`src/rtl/input_sequencer.sv`:
```
// ----------------------------------------------------------------------------
// input_sequencer
//
// Replays a stored pattern of 2-bit {x,y} symbols onto the controller M
// input. A small 8-entry pattern buffer is loaded while idle. A start
// request then plays entries 0..len, (reps+1) times over, one symbol per
// clock. While pause is held high the playback is frozen. After the last
// symbol the block produces a one-cycle done pulse and returns to idle.
//
// Ports
//    clock     in   1  rising-edge clock
//    reset     in   1  asynchronous, active-low reset
//    wr_en     in   1  pattern-buffer write strobe (only honoured while idle)
//    wr_addr   in   3  pattern-buffer write address
//    wr_data   in   2  symbol {x,y} to store
//    len       in   3  index of the last pattern entry, sampled with start
//    reps      in   4  extra passes over the pattern, sampled with start
//    start     in   1  begin a sequence (only honoured while idle)
//    pause     in   1  freeze emission while high (only honoured while running)
//    M         out  2  emitted symbol, registered
//    m_valid   out  1  one-cycle strobe per emitted symbol, registered
//    busy      out  1  high while a sequence is running or finishing
//    done      out  1  one-cycle completion pulse, registered
//    sent_cnt  out  8  symbols emitted since the last accepted start
// ----------------------------------------------------------------------------
module input_sequencer (
   input  logic       clock,
   input  logic       reset,
   input  logic       wr_en,
   input  logic [2:0] wr_addr,
   input  logic [1:0] wr_data,
   input  logic [2:0] len,
   input  logic [3:0] reps,
   input  logic       start,
   input  logic       pause,
   output logic [1:0] M,
   output logic       m_valid,
   output logic       busy,
   output logic       done,
   output logic [7:0] sent_cnt
);

   typedef enum logic [1:0] {
      IDLE = 2'd0,
      RUN  = 2'd1,
      DONE = 2'd2
   } state_t;

   state_t     state, state_next;
   logic [2:0] ptr, ptr_next;
   logic [3:0] pass, pass_next;
   logic [2:0] len_lat, len_next;
   logic [1:0] m_next;
   logic       m_valid_next;
   logic       done_next;
   logic [7:0] cnt_next;
   logic       buf_we;
   logic [1:0] buf_mem [8];

   assign busy = (state != IDLE);

   // State and datapath registers. Everything the sequencer remembers
   // between cycles lives here; the next values come from the block below.
   always_ff @(posedge clock or negedge reset) begin
      if (!reset) begin
         state    <= IDLE;
         ptr      <= 3'd0;
         pass     <= 4'd0;
         len_lat  <= 3'd0;
         M        <= 2'b00;
         m_valid  <= 1'b0;
         done     <= 1'b0;
         sent_cnt <= 8'd0;
      end else begin
         state    <= state_next;
         ptr      <= ptr_next;
         pass     <= pass_next;
         len_lat  <= len_next;
         M        <= m_next;
         m_valid  <= m_valid_next;
         done     <= done_next;
         sent_cnt <= cnt_next;
      end
   end

   // Next-state logic. m_valid and done default low so they can only ever be
   // single-cycle strobes; M and the counters hold unless a state says
   // otherwise. A start in IDLE takes priority over a write in the same
   // cycle, so the write is dropped. The last symbol is the one emitted with
   // the pointer at len_lat on the final pass, and the move to DONE happens
   // on that same edge so no idle gap or extra symbol follows it.
   always_comb begin
      state_next   = state;
      ptr_next     = ptr;
      pass_next    = pass;
      len_next     = len_lat;
      m_next       = M;
      m_valid_next = 1'b0;
      done_next    = 1'b0;
      cnt_next     = sent_cnt;
      buf_we       = 1'b0;
      case (state)
         IDLE: begin
            if (start) begin
               state_next = RUN;
               ptr_next   = 3'd0;
               pass_next  = reps;
               len_next   = len;
               cnt_next   = 8'd0;
            end else if (wr_en) begin
               buf_we = 1'b1;
            end
         end
         RUN: begin
            if (!pause) begin
               m_next       = buf_mem[ptr];
               m_valid_next = 1'b1;
               cnt_next     = sent_cnt + 8'd1;
               if (ptr == len_lat) begin
                  ptr_next = 3'd0;
                  if (pass == 4'd0) begin
                     state_next = DONE;
                  end else begin
                     pass_next = pass - 4'd1;
                  end
               end else begin
                  ptr_next = ptr + 3'd1;
               end
            end
         end
         DONE: begin
            m_next     = 2'b00;
            done_next  = 1'b1;
            state_next = IDLE;
         end
         default: begin
            state_next = IDLE;
         end
      endcase
   end

   // Pattern buffer. Contents persist across sequences and are cleared only
   // by reset; writes are gated to IDLE by buf_we.
   always_ff @(posedge clock or negedge reset) begin
      if (!reset) begin
         for (int i = 0; i < 8; i++) begin
            buf_mem[i] <= 2'b00;
         end
      end else if (buf_we) begin
         buf_mem[wr_addr] <= wr_data;
      end
   end

endmodule

```
`config.mk`:
```
export PLATFORM = sky130hd
export DESIGN_NAME = input_sequencer
export DESIGN_NICKNAME = d
export VERILOG_FILES = /design/src/rtl/input_sequencer.sv
export SDC_FILE = /design/constraint.sdc
export NUM_CORES = 1
export LEC_CHECK = 0
export CAP_MARGIN = 20
export CORE_ASPECT_RATIO = 0.5
export CORE_MARGIN = 2
export CORE_UTILIZATION = 43
export CTS_CLUSTER_SIZE = 20
export DETAILED_ROUTE_END_ITERATION = 16
export PLACE_DENSITY = 0.66
export SYNTH_ARGS = -nofsm -noshare
export SYNTH_HDL_FRONTEND = slang
export SYNTH_SLANG_ARGS = --single-unit
```
`constraint.sdc`:
```
create_clock -name clock -period 2.3 [get_ports clock]
set_input_delay 0.46 -clock clock [delete_from_list [all_inputs] [get_ports clock]]
set_output_delay 0.46 -clock clock [all_outputs]
set_load 0.05 [all_outputs]
```
==> results.ini <==
[run_status]
status = finished, final reports clean

[global_routing]
grt_pass1_wl_um = 6950
grt_max_degree = 19
grt_pass1_vias = 1466
track_usage = 0.177
antenna_found_initial = 0
grt-ovfl-total = 0

[cts]
clk_latency_ps = 290
tritoncts.num_buffers = 5
clkSinkCount = 40
cts-root-buf = clkbuf_8
h-tree-depth = 2
cts_setup_buffers = 0
cts_buffer_depth = 2
path_clk_slew_ps = 80
tritoncts = built

[final_layout]
fin_cells = 277
area_growth_pct = 27.7
design_area_mm2 = 0.00253
multi_input_area_um2 = 932
fillers = 388
antenna_cells = 0
layout.nets = 239
regArea_mm2 = 0.00100
drive_gt1_frac = 0.218

[sta]
max-slew-margin-rel = 0.534
max_freq_mhz = 464
period_needed_ps = 2160
fin_skew_ps = 5.07
slew_viol_final = 0
setup_viol = 0
final.setup.tns_ps = 0
hold_violations = 0
tightest_slew_ps = 698
rsz0062_at_grt = no
min_period_over_period = 0.938

[synthesis]
synth_most_common_cell = dfrtp_1
synth-main-ff-cell = dfrtp_1
yosysSeqAreaShare = 0.505
synth_edf_count = 0
synth_nets = 196
postSynthAreaPerCell_um2 = 11.3
yosysTopAreaCell = dfrtp_1
yosysTopAreaCellShare = 0.505
ys_ff_latch = 40
synth_common_cells = 40 x dfrtp_1, 20 x nand2_1, 16 x mux2_2, 9 x nor2_1, 7 x inv_1
syn_inst = 176
syn-cell-area_mm2 = 0.00198
yosysUniqueCellTypes = 43
yosys-top-cells-area = dfrtp_1 51%, mux2_2 9.1%, mux4_2 4.5%
async_reset_ff_frac = 1.00
yosys_warnings = 0

[setup_path]
startpoint_type = primary input
path_cells = clkdlybuf4s50_1, nor4b_1, buf_4, nand2b_1, nor3_1, mux2_2
critPathSlowestCell = clkdlybuf4s50_1
rr_endpoint = buf_mem[15]$_DFFE_PN0P_
crit_path_end_kind = register
crit_buf_inv = 2
critPathMaxStageDelay_ps = 480
critPathLaunch = wr_en
critPathRequiredTime_ps = 2480
rr_startpoint = state[1]$_DFFE_PN0P_
crit_fanout = 4
cp.depth = 6
crit_arrival_ps = 2340
reg2reg_depth = 5
path_delay_family = simple AND/OR/NAND/NOR gates
r2r_setup_slack_ps = 220
crit_end = buf_mem[15]$_DFFE_PN0P_
path_class = in -> reg

[route]
final_antenna_net_count = 0
drc = 0
via_count = 1482
drt_iter0_markers = 78
avgRoutedWirePerCell_um = 14.7
wl_um = 4060
firstDrtPassIters = 4
vias_per_cell = 5.35

[power_and_ir_drop]
clock_power_share = 0.257
p_leak_nw = 1.15
p_comb_frac = 0.339
p_int_mw = 1.51
power_density_mw_per_mm2 = 934
vdd_drop_max_uv = 369
sw_frac_of_total = 0.359
p_total_mw = 2.36
netSwitchingPower_mw = 0.849
seq_power_share = 0.403

[die]
start_util = 0.448
coreArea_mm2 = 0.00442
rows = 17
die_area_mm2 = 0.00520
die_h_um = 52.0
ioPinCount = 30
die_x_um = 100

[place]
hpwl_um = 3050
dp.cells = 269
place_area_mm2 = 0.00240
gp_congestion = 0.829
io_buffers = 29

[flow_run]
drv_cap = 0

[hold_path]
min_path_type = in -> async

## stage by stage
| stage | worst slack [ps] | utilization | hold slack, ps |
|---|---|---|---|
| floorplan | 485 | - | 164 |
| global placement | -174 | 0.543 | 351 |
| detailed placement | -161 | 0.543 | 358 |
| CTS | 121 | 0.571 | 33.6 |
| global route | 110 | 0.572 | 29.1 |
| finish | 143 | 0.572 | 32.0 |
## power groups by stage
stage	sequential [mW]	clock [mW]	combinational, mW
floorplan	1.12	0	0.381
global placement	0.960	0	0.790
detailed placement	0.969	0	0.804
CTS	0.954	0.626	0.808
global route	0.975	0.659	0.869
finish	0.953	0.607	0.802
## placed cells by master, fill, tap and decap left out, types with 3 or more instances in the layout
cell type / instances
a21oi_1: 5
nand2_1: 20
nor3_1: 3
clkbuf_8: 6
nand2b_1: 3
nor2_1: 9
buf_4: 13
nand3_1: 6
mux2i_1: 4
dfrtp_1: 40
inv_1: 7
nor3b_1: 3
nand3b_1: 3
o21ai_0: 5
clkdlybuf4s50_1: 27
ha_1: 3
mux4_2: 4
xor2_1: 5
mux2_2: 16
a21o_1: 3
## cell type report
| class | instances | area share |
|---|---|---|
| timing repair buffer | 41 | 0.147 |
| inverter | 8 | 0.0124 |
| tap | 57 | 0.0282 |
| multi-input combinational | 123 | 0.368 |
| sequential | 40 | 0.396 |
| clock inverter | 2 | 0.0153 |
| clock buffer | 6 | 0.0326 |
## worst min path at each step
stage,slack [ps],cells past startpoint,to
2_1_floorplan,160,0,M[0]$_DFFE_PN0P_
3_3_place_gp,350,1,buf_mem[4]$_DFFE_PN0P_
3_5_place_dp,360,1,buf_mem[0]$_DFFE_PN0P_
4_1_cts,30,1,buf_mem[0]$_DFFE_PN0P_
5_1_grt,30,1,buf_mem[0]$_DFFE_PN0P_
6_report,30,1,buf_mem[0]$_DFFE_PN0P_
## routing by layer
metal  global-route usage  share of wire
met2                0.282           0.45
met4               0.0365         0.0037
met3               0.0565          0.045
met5                    0              0
met1                0.240           0.50
## sequential cells by signal (all words and copies together), names as in the netlist
name      count
M             2
buf_mem      16
done          1
len_lat       3
m_valid       1
pass          4
ptr           3
sent_cnt      8
state         2
## worst reg2reg max path, delay by kind of cell (launching register included)
family,cells,cell delay [ps]
AND/OR/NAND/NOR,3,920
flip-flops,1,480
multiplexers,1,370
buffers and inverters,1,200
## timing repair
action	CTS	global route
hold buffers	0	0
gates resized for setup	0	1
setup endpoints to repair	0	2
## cell families after synthesis
logic type      share of synthesized area
compound gates                     0.0954
fa+ha+maj                          0.0190
flops                               0.505
simple gates                        0.166
buf+inv                            0.0265
xor+xnor                           0.0310
mux                                 0.157
No activity file was read; power rests on OpenSTA's default activity.
